[src/rtl/cfg_frame_sr.sv]
// Column config chain serialiser: loads a frame of NWORDS words of LEN bits and sends it
// one bit at a time, each bit strobed once and held until the column acknowledges it.
module cfg_frame_sr #(
   parameter int unsigned LEN       = 7,
   parameter int unsigned NWORDS    = 4,
   parameter bit          MSB_FIRST = 1'b1,
   localparam int unsigned IDX_W    = (NWORDS > 1) ? $clog2(NWORDS) : 1
) (
   input  logic                   clk,
   input  logic                   i_rst,
   input  logic                   i_load,
   input  logic [NWORDS*LEN-1:0]  i_data,
   input  logic                   i_col_rdy,
   input  logic                   i_abort,
   output logic                   o_col_write,
   output logic                   o_data,
   output logic                   o_word_end,
   output logic [IDX_W-1:0]       o_word_idx,
   output logic                   o_ready,
   output logic                   o_done
);

   localparam int unsigned CNT_W = $clog2(LEN);

   typedef enum logic [2:0] {StIdle, StWrite, StWait, StShift, StDone} state_e;

   state_e                state_q, state_d;
   logic [NWORDS*LEN-1:0] frame_q, frame_d;
   logic [CNT_W-1:0]      bit_cnt_q, bit_cnt_d;
   logic [IDX_W-1:0]      word_cnt_q, word_cnt_d;
   logic [LEN-1:0]        cur_word, shifted_word;
   logic                  cur_bit, last_bit, last_word;

   // Constant-index mux keeps the word select free of variable part-selects.
   always_comb begin
      cur_word = '0;
      for (int k = 0; k < NWORDS; k++) begin
         if (word_cnt_q == IDX_W'(k)) begin
            cur_word = frame_q[k*LEN +: LEN];
         end
      end
   end

   always_comb begin
      if (MSB_FIRST) begin
         shifted_word = {cur_word[LEN-2:0], 1'b0};
      end else begin
         shifted_word = {1'b0, cur_word[LEN-1:1]};
      end
   end

   assign cur_bit   = MSB_FIRST ? cur_word[LEN-1] : cur_word[0];
   assign last_bit  = (bit_cnt_q == '0);
   assign last_word = (word_cnt_q == IDX_W'(NWORDS - 1));

   always_comb begin
      state_d     = state_q;
      frame_d     = frame_q;
      bit_cnt_d   = bit_cnt_q;
      word_cnt_d  = word_cnt_q;
      o_col_write = 1'b0;
      o_data      = 1'b0;
      o_word_end  = 1'b0;
      o_ready     = 1'b0;
      o_done      = 1'b0;

      unique case (state_q)
         StIdle: begin
            o_ready = 1'b1;
            if (i_load) begin
               frame_d    = i_data;
               bit_cnt_d  = CNT_W'(LEN - 1);
               word_cnt_d = '0;
               state_d    = StWrite;
            end
         end
         StWrite: begin
            o_col_write = 1'b1;
            o_data      = cur_bit;
            o_word_end  = last_bit;
            state_d     = StWait;
         end
         StWait: begin
            o_data = cur_bit;
            if (i_col_rdy) begin
               state_d = (last_bit && last_word) ? StDone : StShift;
            end
         end
         StShift: begin
            o_data = cur_bit;
            for (int k = 0; k < NWORDS; k++) begin
               if (word_cnt_q == IDX_W'(k)) begin
                  frame_d[k*LEN +: LEN] = shifted_word;
               end
            end
            if (last_bit) begin
               bit_cnt_d  = CNT_W'(LEN - 1);
               word_cnt_d = word_cnt_q + IDX_W'(1);
            end else begin
               bit_cnt_d = bit_cnt_q - CNT_W'(1);
            end
            state_d = StWrite;
         end
         StDone: begin
            o_done  = 1'b1;
            state_d = StIdle;
         end
         default: state_d = StIdle;
      endcase

      // Abort freezes the frame and counters and wins over any acknowledge.
      if (i_abort && (state_q != StIdle)) begin
         state_d    = StIdle;
         frame_d    = frame_q;
         bit_cnt_d  = bit_cnt_q;
         word_cnt_d = word_cnt_q;
      end
   end

   assign o_word_idx = word_cnt_q;

   always_ff @(posedge clk) begin
      if (i_rst) begin
         state_q    <= StIdle;
         frame_q    <= '0;
         bit_cnt_q  <= CNT_W'(LEN - 1);
         word_cnt_q <= '0;
      end else begin
         state_q    <= state_d;
         frame_q    <= frame_d;
         bit_cnt_q  <= bit_cnt_d;
         word_cnt_q <= word_cnt_d;
      end
   end

endmodule
[config.mk]
export PLATFORM = sky130hd
export DESIGN_NAME = cfg_frame_sr
export DESIGN_NICKNAME = d
export VERILOG_FILES = /design/src/rtl/cfg_frame_sr.sv
export SDC_FILE = /design/constraint.sdc
export NUM_CORES = 1
export LEC_CHECK = 0
export ABC_AREA = 0
export CAP_MARGIN = 20
export CORE_ASPECT_RATIO = 0.9
export CORE_UTILIZATION = 55
export DETAILED_ROUTE_END_ITERATION = 6
export PLACE_DENSITY = 0.85
export REMOVE_ABC_BUFFERS = 1
export SYNTH_ARGS = -nofsm -noshare
export SYNTH_HDL_FRONTEND = slang
export SYNTH_SLANG_ARGS = --single-unit
[constraint.sdc]
create_clock -name clk -period 3.15 [get_ports clk]
set_input_delay 0.7875 -clock clk [delete_from_list [all_inputs] [get_ports clk]]
set_output_delay 0.7875 -clock clk [all_outputs]
set_load 0.03 [all_outputs]
# Word level (Yosys, flattened, before mapping)
# Index checks and enable logic that the tools add are counted.
# W data, S select, Z words.
[word_totals]
ff_bits = 36
input_bits = 33
word_cells = 65
[classes]
addsub = 2
eq_ne = 14
n_mux = 25
bitwise = 1
n_reduce_logical = 16
[ops]
columns = ["op", "count"]
rows = [
  ["$mux W7", 8],
  ["$pmux W28 S2", 1],
  ["$mux W28", 1],
  ["$reduce_and A4 Y1", 5],
  ["$mux W3", 5],
  ["$ne A2 B2 Y1 const B", 7],
  ["$pmux W3 S4", 1],
  ["$eq A3 B2 Y1 const B", 2],
  ["$logic_not A3 Y1", 2],
  ["$pmux W3 S2", 1],
  ["$mux W1", 5],
  ["$eq A2 B2 Y1 const B", 2],
  ["$mux W2", 2],
  ["$pmux W2 S2", 1],
  ["$eq A3 B1 Y1 const B", 1],
  ["$eq A3 B3 Y1 const B", 1],
  ["$reduce_and A3 Y1", 1],
  ["$reduce_bool A3 Y1", 1],
  ["$reduce_or A3 Y1", 1],
  ["$sub A3 B1 Y3 const B", 1],
  ["$add A2 B1 Y2 const B", 1],
  ["$eq A2 B1 Y1 const B", 1],
  ["$logic_and A1 B1 Y1", 2],
  ["$logic_not A2 Y1", 1],
  ["other kinds (4)", 4],
]

# Logic depth before layout (Yosys ltp)
# Gate-level depths: netlist of run 1.
[depth]
word_depth = 7
mapped_depth = 7
depth_no_buf = 6

# Worst setup path after synthesis of run 1
# Ideal clock, no wire load.
[synth_timing]
path_kind = "reg2out"
startpoint = "register word_cnt_q[0], in the netlist o_word_idx[0]"
endpoint = "output o_data"
t_arrival_ns = 1.988
t_required_ns = 2.362
slack_ns = 0.374
path_stages_with_launch = 7
path_buffers = 1
path_cell_list = "dfxtp_1 -> inv_1 -> ha_1 -> clkbuf_1 -> a21oi_1 -> a22oi_1 -> nor3_1"
[synth_via]
elab_chain_cells = 6
word_cells_on_any_way = 9
[synth_rtl]
columns = ["item", "line_no", "source"]
rows = [
  ["start, declared", "30", "logic [IDX_W-1:0] word_cnt_q, word_cnt_d;"],
  ["start signal, assigned", "132", "word_cnt_q <= word_cnt_d;"],
  ["$logic_not A2 Y1", "38", "if (word_cnt_q == IDX_W'(k)) begin"],
  ["$mux W7 (3 in series)", "38", ""],
  ["$mux W7 *", "38", ""],
  ["$mux W1 *", "67", "unique case (state_q)"],
  ["end, declared", "16", "output logic o_data,"],
]
# Every way passes the cells marked *; elsewhere a longest branch is shown, timed or not.

# Final worst setup path of run 1
# Same ends and word-level chain as after synthesis.

==> results.tsv, run 1 <==
metric	value	unit
n_diodes	0	
DRT antenna net count	0	
final net count	301	
initial core utilization	0.578	
1st-pass router iterations	4	
cts repair resizes	0	
hold crit path type	reg -> reg	
synthesized cell area	1950	um2
DRC violations left	0	
final slew viol count	0	
Skew-Pair Late Insertion Delay	280	ps
fillers	284	
DRT Wirelength	4590	um
CP Data Required Time	2360	ps
Fin. Hold Viols	0	
first-pass GRT wire length	7580	um
# IOs	40	
CTS tree	yes	
slew at the pin closest to its max-slew limit	633	ps
Top FF cell, synth	dfxtp_1	
Vias/cell	6.00	
ys async rst share	0	
Worst-path clk slew	70	ps
Max-slew headroom	0.578	
cts hold-fix bufs	0	
final worst path period need	2970	ps
H-tree lvl count	2	
endpoints failing setup	0	
Total GRT Usage	0.258	
# rows	20	
Peak Freq	0.337	GHz
Seq. cell area	721	um2
Pwr Density	422	nW/um2
area of the core	3380	um2
Multi-input gate area	1100	um2
pin count of the biggest net entering global routing	37	
worst IR drop on VDD	0.259	mV
Seq/Total Area, Yosys	0.369	
RSZ-0062 raised after global routing	no	
CTS Sinks	36	
CTS Root Cell	clkbuf_8	
final worst-path cycle share	0.943	
Critical Path AT	2180	ps
Crit Path Max Fanout	15	
CP Launch Type	flop	
vias in the first global route	1702	
final setup skew	4.89	ps
CTS Buf Count	5	
CP Capture Type	output pin	
kind of critical path	reg -> out	
layout cells sized above 1	0.0684	
max-cap viol count	0	
Die X	64.8	um
setup_tns	0	ps
Die Height	58.5	um
DR iter-0 viols	197	
Synth cell types	34	
Post-synth EDFFs	0	
final setup margin	181	ps
Yosys reg bits	36	
post-DP HPWL	2960	um
Area Growth Syn to Fin	22.6	%
DR WL/cell	15.0	um
Gate Count Post-Synth	234	
largest buffer count on any clock path	2	
status	complete, no violations	
YS warnings	0	
IO buf count	39	
# Post-CTS Setup Buffers	0	
gpl congestion	0.798	
P_leak	0.876	nW
die area	3790	um2
Syn Area/Cell	8.34	um2
via count	1841	
grt ovf	0	
Place WS	347	ps
initial antenna violation count	0	
state kept, by name, indices dropped and copies added (netlist names):
register and flops:
bit_cnt_q 3, frame_q 28, o_word_idx 2, state_q 3
where the power goes:
part,switching [W],internal [W],total (W)
Combinational,0.0000796,0.0000868,0.000166
Sequential,0.0000229,0.000489,0.000512
Clock,0.000153,0.000178,0.000331
critical path, cell delays in order, from the launching register on:
cell and delay (ps):
dfxtp_1 350, inv_1 120, ha_2 360, a21oi_1 70
o21ai_0 80, a22oi_1 90, nor3_1 150, clkdlybuf4s50_1 690
cell type report:
type | instances | share of cell area
tap | 44 | 0.0230
multi-input combinational | 172 | 0.458
inverter | 5 | 0.00784
sequential | 36 | 0.301
timing repair buffer | 42 | 0.173
clock buffer | 8 | 0.0376
kinds of logic (layout without fill, tap and decap cells):
logic type	Yosys count	in the layout	share of synthesized area
DFF	36	36	0.369
buffers and inverters	26	55	0.0718
adders and majority gates	6	6	0.0385
AOI/OAI and AO/OA	67	67	0.265
and+or+nand+nor	99	99	0.255
final timing paths:
path	startpoint	to	slack, ps	depth (start not counted)
max	o_word_idx[0]	o_data	180	7
max reg2reg	o_word_idx[1]	frame_q[20]	1210	6
min	bit_cnt_q[0]	bit_cnt_q[0]	460	2
min reg2reg	bit_cnt_q[0]	bit_cnt_q[0]	460	2
cell usage in the layout, fill, tap and decap left out, drive strengths merged:
cell type,Yosys,layout
nand3b,8,8
inv,5,5
a2111oi,2,2
nand2b,5,5
a22oi,1,1
nor4,1,1
nor3,9,9
nor2b,8,8
buf,10,3
and4bb,1,1
and2,2,2
a21oi,10,10
o21ai,9,9
and3b,1,1
o21bai,2,2
clkdlybuf4s50,0,39
a211oi,6,6
o22a,4,4
nor2,29,29
nand2,26,26
nand3,7,7
nor4b,1,1
or2,1,1
a311oi,18,18
a21o,2,2
clkbuf,11,8
a32oi,6,6
o21a,1,1
ha,6,6
a221o,6,6
dfxtp,36,36
synth_stat cells (all sizes together), types with 4 or more instances:
| library cell | instances | share of area |
|---|---|---|
| buf | 10 | 0.041 |
| a21oi | 10 | 0.026 |
| inv | 5 | 0.0096 |
| o21ai | 9 | 0.023 |
| a311oi | 18 | 0.084 |
| clkbuf | 11 | 0.021 |
| nand2 | 26 | 0.050 |
| a211oi | 6 | 0.023 |
| dfxtp | 36 | 0.37 |
| a221o | 6 | 0.031 |
| nor2b | 8 | 0.026 |
| nand2b | 5 | 0.016 |
| nor3 | 9 | 0.023 |
| a32oi | 6 | 0.027 |
| nand3b | 8 | 0.031 |
| nor2 | 29 | 0.056 |
| o22a | 4 | 0.020 |
| nand3 | 7 | 0.018 |
| ha | 6 | 0.038 |
per-layer routing:
metal	up-vias	global-route usage	share of wire
li1	911	-	-
met1	857	0.326	0.46
met2	69	0.442	0.47
met3	4	0.0426	0.066
met4	0	0.0984	0.010
met5	-	0	0
per-stage QoR:
step | utilization | instance area (um2) | hold slack (ps) | std cells | total power [W]
floorplan | - | 1830 | 430 | 213 | 0.000607
global placement | 0.680 | 2300 | 444 | 299 | 0.000683
detailed placement | 0.680 | 2300 | 451 | 299 | 0.000686
CTS | 0.707 | 2390 | 460 | 307 | 0.00101
global route | 0.709 | 2390 | 495 | 307 | 0.00105
finish | 0.709 | 2390 | 456 | 307 | 0.00101
Power figures use the tool's default switching activity.
==> inputs of run 2 (changes only) <==
--- a/config.mk
+++ b/config.mk
@@ -8,6 +8,7 @@
 export ABC_AREA = 0
 export CAP_MARGIN = 20
 export CORE_ASPECT_RATIO = 0.9
+export CORE_MARGIN = 2
 export CORE_UTILIZATION = 55
 export DETAILED_ROUTE_END_ITERATION = 6
 export PLACE_DENSITY = 0.85
==> run 2 against run 1 <==
  * Total power barely moved
  * Clock power about the same
  * Utilization is 0.15 points higher
  * Register-to-register slack worse by 380 ps
  * First-iteration DRC count did not move
  * Largest cell class unchanged
==> results.tsv, run 2 (same netlist as run 1, synthesis figures left out) <==
metric	value	unit	change
pin count of the biggest net entering global routing	31		was 37
hold crit path type	reg -> reg		unchanged
Skew-Pair Late Insertion Delay	280	ps	about the same
reg-to-reg startpoint	state_q[0]		was o_word_idx[1]
DR iter-0 viols	197		unchanged
most frequent cells in the layout	38 x clkdlybuf4s50_1, 36 x dfxtp_1, 29 x nor2_1		was 39 x clkdlybuf4s50_1, 36 x dfxtp_1, 29 x nor2_1
Crit Path Max Fanout	6		was 15
CP Data Required Time	2360	ps	about the same
Non-Filler Instances	308		was 307
CP Launch Type	flop		unchanged
Die X	66.8	um	was 64.8 um
final net count	302		was 301
P_leak	0.902	nW	was 0.876 nW
most common cell after layout, fill and taps aside	clkdlybuf4s50_1		unchanged
area of the core	3380	um2	unchanged
# rows	20		unchanged
CTS Buf Count	5		unchanged
RSZ-0062 raised after global routing	no		unchanged
largest buffer count on any clock path	2		unchanged
grt ovf	0		unchanged
Total GRT Usage	0.254		was 0.258
# IOs	40		unchanged
R2R depth	5		was 6
Multi-input gate area	1090	um2	was 1100 um2
CTS Sinks	36		unchanged
worst IR drop on VDD	0.327	mV	was 0.259 mV
final worst path period need	2900	ps	was 2970 ps
Seq. cell area	721	um2	unchanged
max-cap viol count	0		unchanged
cts hold-fix bufs	0		unchanged
final worst-path cycle share	0.921		was 0.943
fillers	284		unchanged
H-tree lvl count	2		unchanged
CTS tree	yes		unchanged
FF-to-FF End	frame_q[19]		was frame_q[20]
Vias/cell	5.99		was 6.00
Worst-path clk slew	70	ps	about the same
endpoints failing setup	0		unchanged
slew at the pin closest to its max-slew limit	726	ps	was 633 ps
vias in the first global route	1687		was 1,702
biggest regs	frame_q x28, bit_cnt_q x3, state_q x3		unchanged
die area	4040	um2	was 3790 um2
gpl congestion	0.830		was 0.798
Final Util	0.710		was 0.709
R2R Setup Slk	830	ps	was 1210 ps
IO buf count	39		unchanged
DRT Wirelength	4710	um	was 4590 um
Pwr Density	421	nW/um2	was 422 nW/um2
Total Power	0.00101	W	about the same
status	complete, no violations		unchanged
DRT antenna net count	0		unchanged
setup_tns	0	ps	unchanged
final slew viol count	0		unchanged
min-delay src	bit_cnt_q[0]		unchanged
DR WL/cell	15.3	um	was 15.0 um
post-DP HPWL	3100	um	was 2960 um
1st-pass router iterations	4		unchanged
via count	1846		was 1,841
WHS Path Cells	2		unchanged
n_diodes	0		unchanged
DRC violations left	0		unchanged
Area Growth Syn to Fin	22.9	%	was 22.6%
Fin. Hold Viols	0		unchanged
CTS Root Cell	clkbuf_8		unchanged
initial core utilization	0.578		unchanged
first-pass GRT wire length	7700	um	was 7580 um
Die Height	60.5	um	was 58.5 um
CP Capture Type	output pin		unchanged
initial antenna violation count	0		unchanged
Max-slew headroom	0.514		was 0.578
placed cells	300		was 299
layout cells sized above 1	0.0644		was 0.0684
final setup skew	5.63	ps	was 4.89 ps
Largest register FFs	28		unchanged
hold path endpoint	bit_cnt_q[0]		unchanged
Most flops, register	frame_q		unchanged
Peak Freq	0.345	GHz	was 0.337 GHz
kind of critical path	reg -> out		unchanged
Critical Path AT	2110	ps	was 2180 ps
[run 2: repair_timing]
item / 4_1_cts / 5_1_grt
resized for setup: 0 / 1
buffers inserted: 0 / 0
endpoints found under the setup margin: 0 / 1
[run 2: per-layer routing]
layer  wire length [um]  vias to the layer above  track usage
met3                299                       10       0.0464
met5                  0                        -            0
li1                   -                      914            -
met1               2080                      843        0.327
met2               2230                       79        0.423
met4                107                        0        0.114
[run 2: how the worst max path moves through the flow]
stage	start	end	slack (ps)
floorplan	o_word_idx[1]	o_data	410
global placement	o_word_idx[1]	o_data	470
detailed placement	o_word_idx[1]	o_data	420
CTS	o_word_idx[1]	o_data	30
global route	bit_cnt_q[0]	o_word_end	180
finish	bit_cnt_q[0]	o_word_end	250
[run 2: critical path: stages (launching register included)]
cell and delay, ps:
dfxtp_1 320, inv_1 90, ha_1 170, nor2b_1 400, and2_1 190, clkdlybuf4s50_1 660
[run 2: where the power goes]
part           internal (W)  total [W]  switching, W
clock              0.000178   0.000334      0.000155
sequential         0.000489   0.000513     0.0000232
combinational     0.0000867   0.000164     0.0000772
[run 2: through the flow]
stage | hold slack [ps] | instance area, um2 | setup slack (ps)
floorplan | 430 | 1830 | 408
global route | 500 | 2400 | 175
CTS | 467 | 2400 | 28.3
global placement | 445 | 2310 | 474
detailed placement | 458 | 2310 | 422
finish | 470 | 2400 | 248
[run 2: final cells by class]
cell class,instances,area share
Clock buffer,8,0.0376
Inverter,5,0.00782
Multi-Input combinational cell,172,0.455
Sequential cell,36,0.300
Tap cell,44,0.0230
Timing Repair Buffer,43,0.176
